--- src/rtl/mem_arb_pkg.sv ---
// Shared types and defaults for the data-memory arbiter.
//   arb_state_e      : arbiter FSM state encoding
//   STARVE_MAX_DEF   : default CPU grants allowed back-to-back while a burst waits
//   DMA_MAX_LEN_DEF  : default longest accepted burst, in words
//   STARVE_W         : width of the CPU-grant run counter
package mem_arb_pkg;

   typedef enum logic {
      IDLE  = 1'b0,
      BURST = 1'b1
   } arb_state_e;

   localparam int STARVE_MAX_DEF  = 4;
   localparam int DMA_MAX_LEN_DEF = 16;
   localparam int STARVE_W        = 8;

endpackage

--- src/rtl/dma_addr_gen.sv ---
// Burst address/length tracker for the DMA side of the arbiter.
// Ports:
//   clk, reset            : clock, synchronous active-low reset
//   capture               : load a new burst (base, length, direction)
//   advance               : one DMA beat granted this cycle
//   dma_addr/len/write    : burst request fields
//   addr_q, rem_q, dir_q  : current beat address, words left, direction
//   last_beat             : current beat is the final one
module dma_addr_gen
   import mem_arb_pkg::*;
(
   input  logic        clk,
   input  logic        reset,
   input  logic        capture,
   input  logic        advance,
   input  logic [31:0] dma_addr,
   input  logic [4:0]  dma_len,
   input  logic        dma_write,
   output logic [31:0] addr_q,
   output logic [4:0]  rem_q,
   output logic        dir_q,
   output logic        last_beat
);

   // rem_q is a down-counter of words still owed; the final beat is its
   // terminal count of one.
   always_ff @(posedge clk) begin
      if (!reset) begin
         addr_q <= '0;
         rem_q  <= '0;
         dir_q  <= 1'b0;
      end else if (capture) begin
         addr_q <= {dma_addr[31:2], 2'b00};
         rem_q  <= dma_len;
         dir_q  <= dma_write;
      end else if (advance) begin
         addr_q <= addr_q + 32'd4;
         rem_q  <= rem_q - 5'd1;
      end
   end

   assign last_beat = (rem_q == 5'd1);

endmodule

--- src/rtl/mem_arbiter.sv ---
// Shares one data-memory port between the CPU memory stage and a DMA
// burst engine. The CPU owns the port unless a burst is running; during a
// burst the DMA wins whenever the CPU is quiet, and is forced in after
// STARVE_MAX back-to-back CPU grants.
// Ports:
//   clk, reset                      : clock, synchronous active-low reset
//   MemReqM/MemWriteM/beM/ALUresultM/WriteDataM : CPU memory-stage access
//   StallM, ReadDataCpu             : CPU hold request, CPU load data
//   dma_start/write/addr/len/wdata  : burst request and write data
//   dma_busy/wready/rvalid/rdata/done : burst status and read data
//   MemWriteD/beD/AddrD/WriteDataD/ReadDataD : data-memory port
//
// state | meaning
// IDLE  | CPU owns dmem, waiting for a valid dma_start
// BURST | burst in progress, DMA/CPU share dmem with starvation limit
module mem_arbiter
   import mem_arb_pkg::*;
#(
   parameter int STARVE_MAX  = STARVE_MAX_DEF,
   parameter int DMA_MAX_LEN = DMA_MAX_LEN_DEF
) (
   input  logic        clk,
   input  logic        reset,
   input  logic        MemReqM,
   input  logic        MemWriteM,
   input  logic [3:0]  beM,
   input  logic [31:0] ALUresultM,
   input  logic [31:0] WriteDataM,
   output logic        StallM,
   output logic [31:0] ReadDataCpu,
   input  logic        dma_start,
   input  logic        dma_write,
   input  logic [31:0] dma_addr,
   input  logic [4:0]  dma_len,
   input  logic [31:0] dma_wdata,
   output logic        dma_busy,
   output logic        dma_wready,
   output logic        dma_rvalid,
   output logic [31:0] dma_rdata,
   output logic        dma_done,
   output logic        MemWriteD,
   output logic [3:0]  beD,
   output logic [31:0] AddrD,
   output logic [31:0] WriteDataD,
   input  logic [31:0] ReadDataD
);

   localparam logic [STARVE_W-1:0] STARVE_LIM = STARVE_W'(STARVE_MAX);
   localparam logic [31:0]         MAX_LEN    = 32'(DMA_MAX_LEN);

   arb_state_e          state_q;
   logic [STARVE_W-1:0] starve_q;
   logic [31:0]         addr_q;
   logic [4:0]          rem_q;
   logic                dir_q;
   logic                last_beat;
   logic                in_burst;
   logic                start_ok;
   logic                dma_grant;

   // Qualifying with reset keeps every DMA strobe and the stall low while
   // reset is asserted, so an aborted burst never moves another word.
   assign in_burst  = (state_q == BURST) && reset;
   assign start_ok  = (state_q == IDLE) && dma_start && (dma_len != 5'd0)
                      && ({27'd0, dma_len} <= MAX_LEN);
   assign dma_grant = in_burst && (!MemReqM || (starve_q == STARVE_LIM));

   dma_addr_gen u_addr_gen (
      .clk       (clk),
      .reset     (reset),
      .capture   (start_ok),
      .advance   (dma_grant),
      .dma_addr  (dma_addr),
      .dma_len   (dma_len),
      .dma_write (dma_write),
      .addr_q    (addr_q),
      .rem_q     (rem_q),
      .dir_q     (dir_q),
      .last_beat (last_beat)
   );

   always_ff @(posedge clk) begin
      if (!reset) begin
         state_q  <= IDLE;
         starve_q <= '0;
      end else begin
         case (state_q)
            IDLE: begin
               starve_q <= '0;
               if (start_ok) state_q <= BURST;
            end
            BURST: begin
               if (dma_grant) begin
                  starve_q <= '0;
                  if (last_beat) state_q <= IDLE;
               end else begin
                  starve_q <= starve_q + 1'b1;
               end
            end
            default: begin
               state_q  <= IDLE;
               starve_q <= '0;
            end
         endcase
      end
   end

   always_comb begin
      AddrD      = ALUresultM;
      beD        = beM;
      WriteDataD = WriteDataM;
      MemWriteD  = MemReqM & MemWriteM;
      if (dma_grant) begin
         AddrD      = addr_q;
         beD        = 4'b1111;
         WriteDataD = dma_wdata;
         MemWriteD  = dir_q;
      end
   end

   assign StallM      = MemReqM & dma_grant;
   assign ReadDataCpu = ReadDataD;
   assign dma_busy    = in_burst;
   assign dma_wready  = dma_grant & dir_q;
   assign dma_rvalid  = dma_grant & ~dir_q;
   assign dma_rdata   = ReadDataD;
   assign dma_done    = dma_grant & last_beat;

endmodule

--- config.mk ---
export PLATFORM = sky130hd
export DESIGN_NAME = mem_arbiter
export DESIGN_NICKNAME = d
export VERILOG_FILES = /design/src/rtl/mem_arb_pkg.sv /design/src/rtl/dma_addr_gen.sv /design/src/rtl/mem_arbiter.sv
export SDC_FILE = /design/constraint.sdc
export NUM_CORES = 1
export LEC_CHECK = 0
export ABC_AREA = 1
export CORE_AREA = 3 3 121 123
export CTS_BUF_LIST = sky130_fd_sc_hd__clkbuf_8
export CTS_CLUSTER_SIZE = 16
export DETAILED_ROUTE_END_ITERATION = 10
export DIE_AREA = 0 0 124 126
export HOLD_SLACK_MARGIN = 0.15
export PLACE_DENSITY = 0.86
export SLEW_MARGIN = 20
export SYNTH_ARGS = -nofsm -noshare
export SYNTH_HDL_FRONTEND = slang
export SYNTH_SLANG_ARGS = --single-unit
--- constraint.sdc ---
create_clock -name clk -period 1.9 [get_ports clk]
set_input_delay 0.38 -clock clk [delete_from_list [all_inputs] [get_ports clk]]
set_output_delay 0.38 -clock clk [all_outputs]
set_load 0.02 [all_outputs]
# After elaboration in Yosys (flattened, before gate mapping)
# Cells that the tools add are included.
[classes]
bitwise_logic = 8
add_sub_neg = 3
n_reduce_logical = 10
eq_ne = 2
magnitude_cmp = 1
muxes = 14
[op_table]
columns = ["operator", "count"]
rows = [
  ["$mux W32", 4],
  ["$add A32 B3 Y32 const B", 1],
  ["$pmux W8 S2", 1],
  ["$mux W5", 2],
  ["$add A8 B1 Y8 const B", 1],
  ["$eq A8 B3 Y1 const B", 1],
  ["$mux W8", 1],
  ["$and A1 B1 Y1", 5],
  ["$eq A5 B1 Y1 const B", 1],
  ["$le A5 B5 Y1 const B", 1],
  ["$logic_and A1 B1 Y1", 5],
  ["$reduce_bool A5 Y1", 1],
  ["$sub A5 B1 Y5 const B", 1],
  ["$mux W1", 4],
  ["$mux W4", 1],
  ["$not A1 Y1", 3],
  ["$pmux W1 S2", 1],
  ["$reduce_bool A2 Y1", 1],
  ["$reduce_or A2 Y1", 1],
  ["$logic_not A1 Y1", 1],
  ["$logic_or A1 B1 Y1", 1],
]
[totals]
register_bits = 47
wordCells = 44
out_inout_bits = 138
input_bits = 175

# Longest topological paths before layout
[depth]
depth_word = 6
mapped_depth = 11
ltp_nobuf = 10

# By module
# From an unflattened synthesis, not the netlist that was laid out.
[hier_totals]
cells_unflattened = 742
area_unflattened_um2 = 4376.7
[by_module_without_submodules]
columns = ["mod", "seq_area_each_um2", "area_per_inst_um2", "n_inst", "cells_each"]
rows = [
  ["dma_addr_gen", 720.7, 2407.3, 1, 375],
  ["mem_arbiter", 180.2, 1969.4, 1, 367],
]

# Worst setup path after synthesis
# Ideal clock, no wire load.
[synth_timing]
path_type = "register to output"
from = "reg starve_q[0]"
to = "out AddrD[31]"
setup_slack_ps = -139
arrival_ps = 1659
stages_incl_launch_ff = 9
cell_sequence = "dfxtp_1 inv_1 ha_1 nand3_1 o21ai_1 nand2_2 buf_4 buf_2 o21ai_0"
[synth_via]
elab_chain_cells = 4
[synth_lines]
columns = ["element", "line", "rtl"]
rows = [
  ["start, declared", "mem_arbiter.sv:52", "logic [STARVE_W-1:0] starve_q;"],
  ["start signal, assigned", "mem_arbiter.sv:97", "starve_q <= starve_q + 1'b1;"],
  ["$eq A8 B3 Y1", "mem_arbiter.sv:66", "assign dma_grant = in_burst && (!MemReqM || (starve_q == STARVE_LIM));"],
  ["$logic_or A1 B1 Y1", "mem_arbiter.sv:66", ""],
  ["$logic_and A1 B1 Y1", "mem_arbiter.sv:66", ""],
  ["$mux W32", "mem_arbiter.sv:113", "if (dma_grant) begin"],
  ["end, declared", "mem_arbiter.sv:43", "output logic [31:0] AddrD,"],
]
# No other way between the ends.

# Worst setup path after layout
[layout_timing]
from = "reg starve_q[1]"
to = "out beD[3]"
[layout_via]
elab_chain_cells = 4
[layout_lines]
columns = ["element", "line", "rtl"]
rows = [
  ["$eq A8 B3 Y1", "mem_arbiter.sv:66", ""],
  ["$logic_or A1 B1 Y1", "mem_arbiter.sv:66", ""],
  ["$logic_and A1 B1 Y1", "mem_arbiter.sv:66", ""],
  ["$mux W4", "mem_arbiter.sv:113", ""],
  ["end, declared", "mem_arbiter.sv:42", "output logic [3:0] beD,"],
]
# No other way between the ends.

==> results_dict.tcl <==
set metrics [dict create \
    p_sw_share_pct 32.85 \
    cp_slowest_stage_delay_ns 0.35 \
    p_switching_mw 1.041 \
    final_nets 1094 \
    relSlewSlack_pct 70.43 \
    grt_max_degree 31 \
    core_um2 13770 \
    setup_ws_ns -0.2784 \
    numPortBuffers 214 \
    timing.final.crit_share_pct 114.7 \
    violations "setup timing" \
    hold_depth 2 \
    post-route-cell-area_um2 7091 \
    grt_setup_unrepaired "true" \
    finalHoldViolCount 0 \
    syn-cell-area_um2 4362 \
    clkSlewWorstSetupHoldPaths_ns 0.09 \
    power_leakage_nw 3.184 \
    cts_tree "yes" \
    vias 5157 \
    worstReg2RegStart "starve_q[0]" \
    area_growth_pct 62.56 \
    hp-start "starve_q[3]" \
    antenna_found_initial 1 \
    hold_end "starve_q[3]" \
    clk_latency_ns 0.30 \
    clockRootBuffer "clkbuf_8" \
    slew_violations 0 \
    clock.fmax_mhz 459.1 \
    final_cell_mix "nand2_1, clkdlybuf4s50_1, nor2_1, buf_6, inv_1" \
    grt_pass1_wl_um 25470 \
    r2r-end "u_addr_gen.addr_q[21]" \
    post-route-util_pct 51.48 \
    overflow 0 \
    placed_area_um2 6446 \
    grtUsageTotal_pct 20.42 \
    syn-num-nets 911 \
    p_seq_share_pct 34.1 \
    power.density_nw_per_um2 446.9 \
    critical_path.max_fanout 8 \
    h-tree-depth 2 \
    die_x_um 124 \
    crit_type "reg2out" \
    fin_skew_ns 0.007825 \
    ys_types 39 \
    drtAntennaViolNets 0 \
    path_cells "inv_2 -> ha_4 -> nand3_2 -> o21ai_2 -> nand2_4 -> inv_8 -> buf_6 -> buf_12 -> or2_4 -> buf_6" \
    setup_viol 73 \
    drive_gt1_share_pct 28.20 \
    yosys_warnings 0 \
    status "complete, but fails checks" \
    ys_seq_elements 45 \
    required_ns 1.52 \
    gp_congestion 0.9170 \
    tns_ns -14.08 \
    io_pins 313 \
    worst-r2r-setup-slack_ns 0.05 \
    hold-worst-slack_ns 0.4761 \
    p_comb_share_pct 41.7 \
    num_rows 43 \
    cap_viol_max_count 0 \
    clockBufferDepth 2 \
    critPathArrivalTime_ns 1.80 \
    finalPower_mw 3.169 \
    die_h_um 126 \
    drtPass1Iterations 5 \
    worst_setup_path_start_kind "flop" \
    synthCells 731 \
    synth-seq-area-share_pct 20.65 \
    finalCriticalPeriod_ns 2.178 \
    slowest_stage "dfxtp_2" \
    worst_slew_pin_slew_ns 0.4430 \
    drc 0 \
    end_kind "output pin" \
    clkSinkCount 45 \
    internal_power_mw 2.128 \
    drt-initial-drc-count 212 \
    drt-total-wl_um 16850 \
    dieArea_um2 15620 \
    hold_path.class "reg2reg" \
    start_util_pct 31.67 \
    crit_top_cell "buf_6" \
    cts_buffers 5 \
    syn_avg_cell_area_um2 5.967 \
    final_common_cell "nand2_1" \
    wl_per_cell_um 15.37 \
    grt_pass1_vias 5065 \
    r2r_cells 15 \
    hpwlAfterDp_um 12840 \
    viasPerCell 4.705 \
    clkPwrFrac_pct 24.1 \
    vdd_drop_max_uv 286.6 \
]
==> per-layer routing <==
layer	vias up	wire length, um	share of wire, %	track usage, %
met1	2294	6022	36	21.52
met5	-	0	0	0
met4	0	586	3.5	7.345
met3	41	1324	7.9	3.862
li1	2576	-	-	-
met2	246	8915	53	39.33
==> flip-flops by register name, summed over array words and instances, names as in the netlist <==
name and cells:
u_addr_gen.addr_q 30, starve_q 8, state_q 1, u_addr_gen.dir_q 1, u_addr_gen.rem_q 5
==> kinds of logic after synthesis <==
| family | after synthesis | share of synthesized area (%) |
|---|---|---|
| compound gates | 73 | 9.466 |
| simple gates | 435 | 43.89 |
| buf+inv | 157 | 21.34 |
| xor+xnor | 16 | 3.213 |
| flops | 45 | 20.65 |
| fa+ha+maj | 5 | 1.434 |
==> power by group through the flow <==
stage	logic (mW)	registers, mW	clock network, mW
floorplan	0.767	1.08	0
global placement	1.20	1.09	0
detailed placement	1.22	1.10	0
CTS	1.30	1.08	0.767
global route	1.43	1.09	0.803
finish	1.32	1.08	0.765
==> final cells by class <==
class                           instances  area [um^2]
Fill cell                            1304         6683
Multi-Input combinational cell        529         2838
Timing Repair Buffer                  269         2753
Sequential cell                        45        903.4
Inverter                               64        252.7
Tap cell                              180        225.2
Clock buffer                            6        82.58
Clock inverter                          2        33.78
Antenna cell                            1        2.502
==> Yosys cell counts, drive strengths merged <==
cell    number  share of area [%]
a211oi       2               0.57
a21oi       22                2.9
a31o         1               0.20
a31oi        2               0.29
buf         90                 15
clkbuf       3               0.26
dfxtp       45                 21
ha           5                1.4
inv         64                5.6
nand2      271                 24
nand3       41                5.2
nand3b       2               0.34
nand4        8                1.3
nor2        93                9.4
nor3        13                2.4
nor3b        2               0.34
o211ai       3               0.52
o21ai       43                5.0
or2          5               0.72
xnor2        3               0.60
xor2        13                2.6
==> worst max-delay path: cells and delay by family (launching register included) <==
| kind | cells | cell delay (ns) |
|---|---|---|
| DFF | 1 | 0.35 |
| adders and majority gates | 1 | 0.15 |
| and+or+nand+nor | 3 | 0.44 |
| AOI/OAI and AO/OA | 1 | 0.06 |
| buffers and inverters | 5 | 0.49 |
==> worst max path at each step <==
stage | start | end | slack (ns) | depth (start not counted)
2_1_floorplan | starve_q[0] | AddrD[31] | -0.14 | 8
3_3_place_gp | reset | StallM | -0.65 | 10
3_5_place_dp | reset | WriteDataD[6] | -0.70 | 9
4_1_cts | starve_q[0] | WriteDataD[6] | -0.28 | 11
5_1_grt | starve_q[0] | WriteDataD[18] | -0.35 | 11
6_report | starve_q[1] | beD[3] | -0.28 | 10
==> per-stage QoR <==
| stage | cells | worst slack, ns |
|---|---|---|
| 2_1_floorplan | 731 | -0.1391 |
| 3_3_place_gp | 1075 | -0.6499 |
| 3_5_place_dp | 1075 | -0.6969 |
| 4_1_cts | 1094 | -0.2802 |
| 5_1_grt | 1096 | -0.3495 |
| 6_report | 1096 | -0.2784 |
==> timing repair <==
| item | in CTS | in global routing |
|---|---|---|
| buffers inserted | 7 | 3 |
| gates resized for setup | 486 | 44 |
| hold buffers | 0 | 0 |
| pin swaps | 21 | 8 |
| setup endpoints to repair | 90 | 95 |
| gates cloned | 4 | 1 |
(Power assumes the default switching activity.)
